`config.mk`:
```
export PLATFORM = sky130hd
export DESIGN_NAME = ps2_pointer_tracker_flat
export DESIGN_NICKNAME = d
export VERILOG_FILES = /design/src/rtl/ps2_mouse_pkg.sv /design/src/rtl/ps2_pointer_tracker_if.sv /design/src/rtl/ps2_axis_accum.sv /design/src/rtl/ps2_pointer_tracker.sv /design/src/flat_wrapper.sv
export SDC_FILE = /design/constraint.sdc
export NUM_CORES = 1
export LEC_CHECK = 0
export CORE_ASPECT_RATIO = 0.6
export CORE_UTILIZATION = 40
export CTS_CLUSTER_DIAMETER = 60
export DETAILED_ROUTE_END_ITERATION = 6
export GPL_TIMING_DRIVEN = 0
export MAX_ROUTING_LAYER = met4
export PLACE_DENSITY = 0.69
export SYNTH_ARGS = -nofsm -noshare
export SYNTH_HDL_FRONTEND = slang
export SYNTH_HIERARCHICAL = 1
export SYNTH_SLANG_ARGS = --single-unit
```
`constraint.sdc`:
```
create_clock -name CLK -period 17.1 [get_ports CLK]
set_input_delay 4.275 -clock CLK [delete_from_list [all_inputs] [get_ports CLK]]
set_output_delay 4.275 -clock CLK [all_outputs]
set_load 0.02 [all_outputs]
```
`src/rtl/ps2_mouse_pkg.sv`:
```
// Shared definitions for the PS/2 pointer path: packet FSM states, status-byte
// bit positions, packet lengths and the 9-bit delta decoder.
package ps2_mouse_pkg;

  typedef enum logic [2:0] {
    WAIT_B0,
    WAIT_B1,
    WAIT_B2,
    WAIT_B3,
    UPDATE
  } ps2_state_e;

  typedef enum int unsigned {
    ST_LEFT  = 0,
    ST_RIGHT = 1,
    ST_MID   = 2,
    ST_SYNC  = 3,
    ST_XSIGN = 4,
    ST_YSIGN = 5,
    ST_XOVF  = 6,
    ST_YOVF  = 7
  } status_bit_e;

  typedef enum int unsigned {
    PKT_LEN_STD   = 3,
    PKT_LEN_WHEEL = 4
  } pkt_len_e;

  // An overflowed axis reports the extreme value in the direction of its sign bit.
  function automatic logic signed [8:0] delta9(input logic sign, input logic ovf,
                                               input logic [7:0] mag);
    if (ovf) return sign ? 9'sh100 : 9'sh0FF;
    return signed'({sign, mag});
  endfunction

endpackage

```
`src/rtl/ps2_pointer_tracker_if.sv`:
```
// Byte stream from the PS/2 mouse receiver into the pointer tracker.
interface ps2_pointer_tracker_if;
  logic [7:0] BYTE_IN;
  logic       BYTE_VALID;
  logic       BYTE_ERROR;

  modport master (output BYTE_IN, output BYTE_VALID, output BYTE_ERROR);
  modport slave  (input  BYTE_IN, input  BYTE_VALID, input  BYTE_ERROR);
endinterface

```
`src/rtl/ps2_axis_accum.sv`:
```
// One pointer axis: decodes a PS/2 delta, scales it and accumulates into a
// position clamped to 0..limit-1 (CLAMP_EN=1) or saturated as signed W bits.
module ps2_axis_accum
  import ps2_mouse_pkg::*;
#(
  parameter int unsigned W          = 10,
  parameter int unsigned SENS_SHIFT = 0,
  parameter bit          CLAMP_EN   = 1'b1,
  parameter bit          NEGATE     = 1'b0
) (
  input  logic         CLK,
  input  logic         RESET,
  input  logic         load,
  input  logic         centre,
  input  logic         sign_in,
  input  logic         ovf_in,
  input  logic [7:0]   mag_in,
  input  logic [W-1:0] limit,
  output logic [W-1:0] pos
);
  localparam int unsigned SW = W + SENS_SHIFT + 2;
  localparam logic signed [SW-1:0] ZMAX = {{(SW-W+1){1'b0}}, {(W-1){1'b1}}};
  localparam logic signed [SW-1:0] ZMIN = ~ZMAX;

  logic [W-1:0]          pos_q, pos_d;
  logic [W-1:0]          hi, home, upd;
  logic signed [8:0]     d9;
  logic signed [SW-1:0]  ext_s, delta_s, cur_s, sum_s, hi_s;

  always_comb begin
    hi    = (limit == '0) ? '0 : limit - 1'b1;
    home  = CLAMP_EN ? (limit >> 1) : '0;
    hi_s  = {{(SW-W){1'b0}}, hi};
    d9    = delta9(sign_in, ovf_in, mag_in);
    ext_s = {{(SW-9){d9[8]}}, d9};
    delta_s = ext_s <<< SENS_SHIFT;
    if (CLAMP_EN) cur_s = {{(SW-W){1'b0}}, pos_q};
    else          cur_s = {{(SW-W){pos_q[W-1]}}, pos_q};
    sum_s = NEGATE ? (cur_s - delta_s) : (cur_s + delta_s);

    if (CLAMP_EN) begin
      if (sum_s[SW-1])      upd = '0;
      else if (sum_s > hi_s) upd = hi;
      else                  upd = sum_s[W-1:0];
    end else begin
      if (sum_s > ZMAX)      upd = ZMAX[W-1:0];
      else if (sum_s < ZMIN) upd = ZMIN[W-1:0];
      else                   upd = sum_s[W-1:0];
    end

    // Centring beats a packet update; a shrunk limit pulls the position in.
    pos_d = pos_q;
    if (centre)                     pos_d = home;
    else if (load)                  pos_d = upd;
    else if (CLAMP_EN && pos_q > hi) pos_d = hi;
  end

  always_ff @(posedge CLK) begin
    if (RESET) pos_q <= home;
    else       pos_q <= pos_d;
  end

  assign pos = pos_q;

endmodule

```
`src/rtl/ps2_pointer_tracker.sv`:
```
// PS/2 packet assembler with sync/timeout checking feeding saturated X/Y/Z
// position accumulators; INTR pulses once per accepted packet.
module ps2_pointer_tracker
  import ps2_mouse_pkg::*;
#(
  parameter int unsigned COORD_W     = 10,
  parameter int unsigned Z_W         = 8,
  parameter bit          WHEEL_EN    = 1'b0,
  parameter int unsigned SENS_SHIFT  = 0,
  parameter bit          INVERT_Y    = 1'b1,
  parameter int unsigned TIMEOUT_CYC = 200000
) (
  input  logic               CLK,
  input  logic               RESET,
  ps2_pointer_tracker_if.slave rx,
  input  logic [COORD_W-1:0] LIMIT_X,
  input  logic [COORD_W-1:0] LIMIT_Y,
  input  logic               CENTRE,
  output logic [COORD_W-1:0] MOUSE_X,
  output logic [COORD_W-1:0] MOUSE_Y,
  output logic [Z_W-1:0]     MOUSE_Z,
  output logic [7:0]         MOUSE_STATUS,
  output logic               INTR,
  output logic               SYNC_ERR
);
  localparam int unsigned CW = $clog2(TIMEOUT_CYC + 1);
  localparam logic [CW-1:0] TO_LIM = CW'(TIMEOUT_CYC);

  ps2_state_e    state_q, state_d;
  logic [CW-1:0] cnt_q, cnt_d;
  logic [7:0]    b0_q, b0_d, dx_q, dx_d, dy_q, dy_d, status_q, status_d;
  logic          intr_q, sync_err_q, sync_err_d;
  logic          load;
  logic [7:0]    dy_src;
  logic [3:0]    dz_nib;

  // The final byte feeds the accumulators directly so results land on the
  // UPDATE cycle itself, one cycle after the last strobe.
  always_comb begin
    state_d    = state_q;
    cnt_d      = '0;
    b0_d       = b0_q;
    dx_d       = dx_q;
    dy_d       = dy_q;
    status_d   = status_q;
    sync_err_d = 1'b0;
    load       = 1'b0;
    dy_src     = dy_q;
    dz_nib     = '0;
    unique case (state_q)
      WAIT_B0: begin
        if (rx.BYTE_ERROR || (rx.BYTE_VALID && !rx.BYTE_IN[ST_SYNC])) sync_err_d = 1'b1;
        else if (rx.BYTE_VALID) begin
          b0_d    = rx.BYTE_IN;
          state_d = WAIT_B1;
        end
      end
      UPDATE: state_d = WAIT_B0;
      default: begin
        if (rx.BYTE_ERROR) begin
          state_d    = WAIT_B0;
          sync_err_d = 1'b1;
        end else if (rx.BYTE_VALID) begin
          unique case (state_q)
            WAIT_B1: begin
              dx_d    = rx.BYTE_IN;
              state_d = WAIT_B2;
            end
            WAIT_B2: begin
              dy_d = rx.BYTE_IN;
              if (WHEEL_EN) state_d = WAIT_B3;
              else begin
                dy_src  = rx.BYTE_IN;
                load    = 1'b1;
                state_d = UPDATE;
              end
            end
            default: begin
              dz_nib  = rx.BYTE_IN[3:0];
              load    = 1'b1;
              state_d = UPDATE;
            end
          endcase
        end else begin
          cnt_d = cnt_q + 1'b1;
          if (cnt_d == TO_LIM) begin
            cnt_d      = '0;
            state_d    = WAIT_B0;
            sync_err_d = 1'b1;
          end
        end
      end
    endcase
    if (load) status_d = b0_q;
  end

  always_ff @(posedge CLK) begin
    if (RESET) begin
      state_q    <= WAIT_B0;
      cnt_q      <= '0;
      b0_q       <= '0;
      dx_q       <= '0;
      dy_q       <= '0;
      status_q   <= '0;
      intr_q     <= 1'b0;
      sync_err_q <= 1'b0;
    end else begin
      state_q    <= state_d;
      cnt_q      <= cnt_d;
      b0_q       <= b0_d;
      dx_q       <= dx_d;
      dy_q       <= dy_d;
      status_q   <= status_d;
      intr_q     <= load;
      sync_err_q <= sync_err_d;
    end
  end

  ps2_axis_accum #(.W(COORD_W), .SENS_SHIFT(SENS_SHIFT), .CLAMP_EN(1'b1), .NEGATE(1'b0)) u_x (
    .CLK(CLK), .RESET(RESET), .load(load), .centre(CENTRE),
    .sign_in(b0_q[ST_XSIGN]), .ovf_in(b0_q[ST_XOVF]), .mag_in(dx_q),
    .limit(LIMIT_X), .pos(MOUSE_X)
  );

  ps2_axis_accum #(.W(COORD_W), .SENS_SHIFT(SENS_SHIFT), .CLAMP_EN(1'b1), .NEGATE(INVERT_Y)) u_y (
    .CLK(CLK), .RESET(RESET), .load(load), .centre(CENTRE),
    .sign_in(b0_q[ST_YSIGN]), .ovf_in(b0_q[ST_YOVF]), .mag_in(dy_src),
    .limit(LIMIT_Y), .pos(MOUSE_Y)
  );

  ps2_axis_accum #(.W(Z_W), .SENS_SHIFT(SENS_SHIFT), .CLAMP_EN(1'b0), .NEGATE(1'b0)) u_z (
    .CLK(CLK), .RESET(RESET), .load(load), .centre(CENTRE),
    .sign_in(dz_nib[3]), .ovf_in(1'b0), .mag_in({{4{dz_nib[3]}}, dz_nib}),
    .limit('0), .pos(MOUSE_Z)
  );

  assign MOUSE_STATUS = status_q;
  assign INTR         = intr_q;
  assign SYNC_ERR     = sync_err_q;

endmodule

```
`src/flat_wrapper.sv`:
```
// flat-port wrapper written by rule: the top's interface ports become plain ports
module ps2_pointer_tracker_flat import ps2_mouse_pkg::*;
#(
  parameter int unsigned COORD_W     = 10,
  parameter int unsigned Z_W         = 8,
  parameter bit          WHEEL_EN    = 1'b0,
  parameter int unsigned SENS_SHIFT  = 0,
  parameter bit          INVERT_Y    = 1'b1,
  parameter int unsigned TIMEOUT_CYC = 200000
)
  (CLK, RESET, LIMIT_X, LIMIT_Y, CENTRE, MOUSE_X, MOUSE_Y, MOUSE_Z, MOUSE_STATUS, INTR, SYNC_ERR, rx_BYTE_IN, rx_BYTE_VALID, rx_BYTE_ERROR);
  ps2_pointer_tracker_if rx_i ();
  input  logic CLK;
  input  logic RESET;
  input  logic [COORD_W-1:0] LIMIT_X;
  input  logic [COORD_W-1:0] LIMIT_Y;
  input  logic CENTRE;
  output logic [COORD_W-1:0] MOUSE_X;
  output logic [COORD_W-1:0] MOUSE_Y;
  output logic [Z_W-1:0] MOUSE_Z;
  output logic [7:0] MOUSE_STATUS;
  output logic INTR;
  output logic SYNC_ERR;
  input wire logic [$bits(rx_i.BYTE_IN)-1:0] rx_BYTE_IN;
  input wire logic [$bits(rx_i.BYTE_VALID)-1:0] rx_BYTE_VALID;
  input wire logic [$bits(rx_i.BYTE_ERROR)-1:0] rx_BYTE_ERROR;
  assign rx_i.BYTE_IN = rx_BYTE_IN;
  assign rx_i.BYTE_VALID = rx_BYTE_VALID;
  assign rx_i.BYTE_ERROR = rx_BYTE_ERROR;
  ps2_pointer_tracker #(.COORD_W(COORD_W), .Z_W(Z_W), .WHEEL_EN(WHEEL_EN), .SENS_SHIFT(SENS_SHIFT), .INVERT_Y(INVERT_Y), .TIMEOUT_CYC(TIMEOUT_CYC)) u_core (.CLK(CLK), .RESET(RESET), .rx(rx_i), .LIMIT_X(LIMIT_X), .LIMIT_Y(LIMIT_Y), .CENTRE(CENTRE), .MOUSE_X(MOUSE_X), .MOUSE_Y(MOUSE_Y), .MOUSE_Z(MOUSE_Z), .MOUSE_STATUS(MOUSE_STATUS), .INTR(INTR), .SYNC_ERR(SYNC_ERR));
endmodule
```
# [Word-level counts from Yosys, hierarchy flattened]
# Index checks and enable logic that the tools add are counted.
[classes] n_addsub=6 multipliers=0 div_mod_pow=0 n_lt_le_gt_ge=6 eq_ne=6 shifts=0 n_mux=48 n_bitwise=3 n_reduce_logical=18
[ops] cell="two-way mux 10 bit" n=10
[ops] cell="two-way mux 9 bit" n=10
[ops] cell="two-way mux 8 bit" n=6
[ops] cell="greater-than comparator 12 x 11 -> 1 bit" n=2
[ops] cell="greater-than comparator 10 bit" n=2
[ops] cell="zero test 10 bit" n=2
[ops] cell="subtractor 10 x 1 -> 10 bit (second input constant)" n=2
[ops] cell="adder 18 x 1 -> 18 bit (second input constant)" n=1
[ops] cell="equality test 18 bit (second input constant)" n=1
[ops] cell="two-way mux 3 bit" n=6
[ops] cell="two-way mux 4 bit" n=4
[ops] cell="adder 11 x 9 -> 12 bit" n=1
[ops] cell="nonzero test 4 bit" n=3
[ops] cell="subtractor 11 x 9 -> 12 bit" n=1
[ops] cell="two-way mux 1 bit" n=10
[ops] cell="adder 8 x 4 -> 9 bit" n=1
[ops] cell="greater-than comparator 9 x 8 -> 1 bit (second input constant)" n=1
[ops] cell="< comparator 9 x 8 -> 1 bit (second input constant)" n=1
[ops] cell="case mux 3 bit (2 select lines)" n=1
[ops] cell="AND reduction 3 bit" n=2
[ops] cell="OR reduction 2 bit" n=3
[ops] cell="OR reduction 6 bit" n=1
[ops] cell="inequality test 2 bit (second input constant)" n=2
[ops] cell="AND reduction 4 bit" n=1
[ops] cell="other kinds (10)" n=13
[word_totals] ff_bits=83 latchBits=0 ram_bits=0 mem_bits_ro=0 in_bits=33 mem_count=0

# [Longest topological paths before layout]
[depth] word_depth=13 mapped_depth=22

# [By module]
# The synthesis kept the hierarchy.
[modules_own_cells] module="ps2_pointer_tracker" n_inst=1 cells_per_inst=252 area_per_inst_um2=2384.8
[modules_own_cells] module="ps2_axis_accum (u_core.u_x)" n_inst=1 cells_per_inst=224 area_per_inst_um2=1875.5
[modules_own_cells] module="ps2_axis_accum (u_core.u_y)" n_inst=1 cells_per_inst=209 area_per_inst_um2=1734.2
[modules_own_cells] module="ps2_axis_accum (u_core.u_z)" n_inst=1 cells_per_inst=109 area_per_inst_um2=865.8

# [Least setup slack after synthesis]
# No wires, ideal clock.
[synth_path] path_type="input -> register" start="in rx_BYTE_ERROR" end="reg u_core.u_y.pos_q[8] (netlist: u_core/u_y/pos[8]) (data pin)" setup_time_ns=0.270 arrival_time_ns=8.416 t_required_ns=16.830 setup_slack_ns=8.413 path_stages=19 n_path_buf=0 cell_sequence="nand2b_1 > nor2_1 > nand3b_1 > mux2_2 > a21oi_1 > ha_1 > nor2b_4 > o31a_1 > o31a_1 > o21a_1 > or3_1 > and2_1 > ha_1 > nand4_1 > mux2_2 > o31ai_1 > a21oi_1 > o31ai_4 > o211ai_1"
[synth_between] elab_chain_cells=10
[synth_rtl] item="start: declaration" line_no="flat_wrapper.sv:26" source="input wire logic [$bits(rx_i.BYTE_ERROR)-1:0] rx_BYTE_ERROR;"
[synth_rtl] item="two-way mux 8 bit" line_no="ps2_pointer_tracker.sv:60" source="if (rx.BYTE_ERROR) begin"
[synth_rtl] item="two-way mux 8 bit" line_no="ps2_pointer_tracker.sv:50" source="unique case (state_q)"
[synth_rtl] item="two-way mux 9 bit" line_no="ps2_mouse_pkg.sv:33" source="return signed'({sign, mag});"
[synth_rtl] item="subtractor 11 x 9 -> 12 bit" line_no="ps2_axis_accum.sv:39" source="sum_s = NEGATE ? (cur_s - delta_s) : (cur_s + delta_s);"
[synth_rtl] item="greater-than comparator 12 x 11 -> 1 bit" line_no="ps2_axis_accum.sv:43" source="else if (sum_s > hi_s) upd = hi;"
[synth_rtl] item="two-way mux 10 bit" line_no="ps2_axis_accum.sv:43"
[synth_rtl] item="two-way mux 10 bit" line_no="ps2_axis_accum.sv:42" source="if (sum_s[SW-1]) upd = '0;"
[synth_rtl] item="two-way mux 10 bit (*)" line_no="ps2_axis_accum.sv:54" source="else if (load) pos_d = upd;"
[synth_rtl] item="two-way mux 9 bit (*)" line_no="ps2_axis_accum.sv:53" source="if (centre) pos_d = home;"
[synth_rtl] item="two-way mux 9 bit (*)" line_no="ps2_axis_accum.sv:59" source="if (RESET) pos_q <= home;"
[synth_rtl] item="end signal: assignment" line_no="ps2_axis_accum.sv:59"
[synth_rtl] item="end signal: assignment" line_no="ps2_axis_accum.sv:60" source="else pos_q <= pos_d;"
[synth_rtl] item="end: declaration" line_no="ps2_axis_accum.sv:25" source="logic [W-1:0] pos_q, pos_d;"
# Every way passes the cells marked *; elsewhere a longest branch is shown, timed or not.
# A chain may end at the register's enable or synchronous reset.

# [Worst setup path in the final report]
[layout_path] start="in rx_BYTE_VALID" end="reg u_core.u_y.pos_q[3] (netlist: u_core/u_y/pos[3]) (data pin)"
[layout_between] elab_chain_cells=11
[layout_rtl] item="start: declaration" line_no="flat_wrapper.sv:25" source="input wire logic [$bits(rx_i.BYTE_VALID)-1:0] rx_BYTE_VALID;"
[layout_rtl] item="two-way mux 8 bit" line_no="ps2_pointer_tracker.sv:63" source="end else if (rx.BYTE_VALID) begin"
[layout_rtl] item="two-way mux 8 bit" line_no="ps2_pointer_tracker.sv:60"
[layout_rtl] item="two-way mux 8 bit" line_no="ps2_pointer_tracker.sv:50"
[layout_rtl] item="two-way mux 9 bit" line_no="ps2_mouse_pkg.sv:33"
[layout_rtl] item="subtractor 11 x 9 -> 12 bit" line_no="ps2_axis_accum.sv:39"
[layout_rtl] item="greater-than comparator 12 x 11 -> 1 bit" line_no="ps2_axis_accum.sv:43"
[layout_rtl] item="two-way mux 10 bit" line_no="ps2_axis_accum.sv:43"
[layout_rtl] item="two-way mux 10 bit" line_no="ps2_axis_accum.sv:42"
[layout_rtl] item="two-way mux 10 bit (*)" line_no="ps2_axis_accum.sv:54"
[layout_rtl] item="two-way mux 9 bit (*)" line_no="ps2_axis_accum.sv:53"
[layout_rtl] item="two-way mux 9 bit (*)" line_no="ps2_axis_accum.sv:59"
# Marks and branches as above.

==> qor.yml <==
clock_tree:
  ctsResizeCount: 0
  clock-sinks: 83
  clk_latency_ns: 0.34
  postCtsHoldBufs: 0
  clk_pin_slew_ns: 0.07
  cts_buffer_depth: 2
  numCtsBuffers: 9
  root_buffer: "clkbuf_16"
  tritoncts: "built"
  htree_levels: 3
  post-cts-setup-buffers: 0
floorplanning:
  rows: 36
  dieArea_um2: 17700
  die_h_um: 103.4
  core-area_um2: 16490
  die_x_um: 171.1
  start_util_pct: 41.61
  pin_count: 71
worst_setup_path:
  criticalPathCategory: "primary input to register"
  crit_slowest_cell: "o31ai_1"
  critPathTopFamily: "compound AO/OA/AOI/OAI gates"
  cp.arrival_ns: 9.74
  critPathCaptureType: "register"
  cp.required_ns: 17.16
  worstPathCellList: "clkdlybuf4s50_1, nand2b_1, nor2_1, nand3b_1, mux2_2, a21o_1, inv_1, ha_1, nor2b_1, o31ai_1, a21oi_1, a21oi_1, xor2_1, ha_1, a21oi_1, o21ai_1, o31ai_1, a21oi_1, o31ai_4, o21ai_1"
  setup.worst_path.start_class: "primary input"
  cpMostUsedCell: "a21oi_1"
  max_stage_delay_ns: 0.57
  worstPathMaxFanout: 9
  cp.buffers_inverters: 2
sta:
  maxSlewViolCount: 0
  final_hold_viol_count: 0
  period_share_pct: 56.60
  hold_ws_ns: 0.4640
  grt_setup_unrepaired: "false"
  slew_headroom_pct: 30.08
  finalSetupViolations: 0
  final.min_clock_period_ns: 9.679
  setup_tns_ns: 0
  tightest_slew_ns: 1.044
  skew_ns: 0.009891
  max_freq_ghz: 0.1033
logic_synthesis:
  ys_async_sr_fraction_pct: 0
  synth_top_cell_by_area: "dfxtp_1"
  yosys_warnings: 6
  yosys-top-cells-area: "dfxtp_1, ha_1, edfxtp_1, nor2_1, mux2i_1"
  yosysMostFrequentCell: "ha_1"
  synth_edf_count: 18
  syn-cell-area_um2: 6860
  ys.flop_type: "dfxtp_1"
  seq_area_frac_synth_pct: 26.85
  synth_top_area_share_pct: 18.97
  ys_types: 83
  yosys_register_bits: 83
  syn_area_per_cell_um2: 8.640
  synthTopCellsByCount: "ha_1, nor2_1, dfxtp_1"
  synth_cells: 794
power_and_ir_drop:
  p_per_area_nw_per_um2: 71.83
  peakVddDrop_uv: 46.27
  power.leakage_nw: 3.433
global_route:
  antenna_found_initial: 0
  grt_pass1_vias: 5442
  gr-total-overflow: 0
  grt_max_degree: 17
  grt_pass1_wl_mm: 28.39
  grt_usage_pct: 21.46
detailed_routing:
  wl_per_cell_um: 15.86
  wirelength_mm: 17.72
  vias: 6032
  drcViolationCount: 0
  routed_via_density: 5.400
  drt_pass1_iterations: 5
  drtIter0Drc: 407
  antenna_left: 0
place:
  io_buffers: 70
  dp_hpwl_mm: 14.03
  gp_congestion: 0.8986
worst_hold_path:
  hold_path_class: "register to register"
finish:
  n_antenna_cell: 0
  n_fill_cell: 1585
  nets: 996
  area_growth_pct: 19.53
  final_layout_size_suffix_gt1_share_pct: 7.874
outcome:
  status: "finished, final reports clean"
run:
  drv_cap: 0
-- layout by cell type (no fill, tap or decap), types with 4 or more instances in the layout --
cell type	count
and3_1	9
o211ai_1	11
a21o_1	17
nor2b_1	17
nand2_1	52
o31ai_4	4
o22ai_1	11
nand3b_1	5
o211a_1	4
and4_1	4
nand3_1	18
mux2i_1	25
a32oi_1	8
clkbuf_1	11
inv_1	61
or3_1	7
xor2_1	19
edfxtp_1	18
nor2_1	73
dfxtp_1	65
a21oi_1	41
or2_2	7
ha_1	76
nand2b_1	11
o31ai_1	4
o21a_1	9
nor3_1	12
nand4_1	14
xnor2_1	26
a211oi_1	4
o21ai_0	37
mux2_2	9
clkdlybuf4s50_1	70
o221ai_1	7
o21ai_1	11
conb_1	9
and2_1	12
clkbuf_16	9
-- worst register-to-register path: cells and delay by family (launching register included) --
family,cells,cell delay [ns]
AOI/OAI and AO/OA,10,2.88
xor gates and xnor gates,1,0.27
adders and majority gates,2,0.52
buffers and inverters,1,0.06
DFF,1,0.36
muxes,1,0.42
and+or+nand+nor,3,0.69
-- state kept, by name (all words and copies together) (netlist names) --
signal	count
u_core/dx_q	8
u_core/u_y/pos	10
u_core/cnt_q	18
u_core/u_z/pos	8
u_core/u_x/pos	10
u_core/SYNC_ERR	1
u_core/MOUSE_STATUS	8
u_core/dy_q	8
u_core/b0_q	8
u_core/INTR	1
u_core/state_q	3
-- area by class of cell --
class	instances	area [um^2]	area share, %
inverter	62	232.7	2.838
sequential	83	1842	22.46
clock buffer	9	225.2	2.746
tap	228	285.3	3.479
clock inverter	7	81.33	0.9918
multi-input combinational	640	4747	57.89
timing repair buffer	71	715.7	8.727
buffer	17	71.32	0.8697
-- stage by stage --
step	utilization (%)	setup WS, ns	area (um^2)	total power [W]	instances
global route	49.74	7.099	8200	0.0006209	1117
CTS	49.74	7.536	8200	0.0005917	1117
global placement	47.78	7.234	7876	0.0003825	1100
floorplan	-	8.413	6890	0.0003319	802
finish	49.74	7.421	8200	0.0005891	1117
detailed placement	47.88	7.171	7894	0.0003858	1101
-- routing by layer --
metal / up-vias / share of wire, % / track usage [%]
met1: 2771 / 56 / 33.19
met2: 165 / 37 / 28.49
met5: - / 0 / -
met3: 12 / 5.6 / 3.234
li1: 3084 / - / -
met4: 0 / 0.74 / 4.464
-- report_power, final --
part           total [W]  leakage (nW)  internal (W)  switching (W)
registers       0.000216         0.712      0.000208     0.00000779
clock network   0.000203         0.153      0.000116      0.0000876
logic           0.000170          2.57     0.0000723      0.0000976
-- cells by family (layout without fill, tap and decap cells) --
| group | after synthesis | count (layout) | share of synthesized area, % |
|---|---|---|---|
| simple gates | 262 | 262 | 20.13 |
| compound gates | 210 | 210 | 22.60 |
| flops | 83 | 83 | 26.85 |
| fa+ha+maj | 79 | 79 | 14.74 |
| buf+inv | 79 | 166 | 4.432 |
| xor+xnor | 45 | 45 | 5.745 |
| mux | 35 | 35 | 5.453 |
| other cells | 1 | 9 | 0.05466 |
-- path summary, 6_finish.rpt --
kind / from / to / slack [ns] / cells after the start
worst max-delay path: rx_BYTE_VALID / u_core/u_y/pos[3]$_DFFE_PP_ / 7.42 / 20
worst min register to register: u_core/b0_q[3]$_SDFFE_PP0P_ / u_core/b0_q[3]$_SDFFE_PP0P_ / 0.46 / 2
worst min-delay path: u_core/b0_q[3]$_SDFFE_PP0P_ / u_core/b0_q[3]$_SDFFE_PP0P_ / 0.46 / 2
worst max register to register: u_core/state_q[2]$_SDFFE_PP0P_ / u_core/u_y/pos[3]$_DFFE_PP_ / 11.62 / 18
No activity file was read; power rests on OpenSTA's default activity.
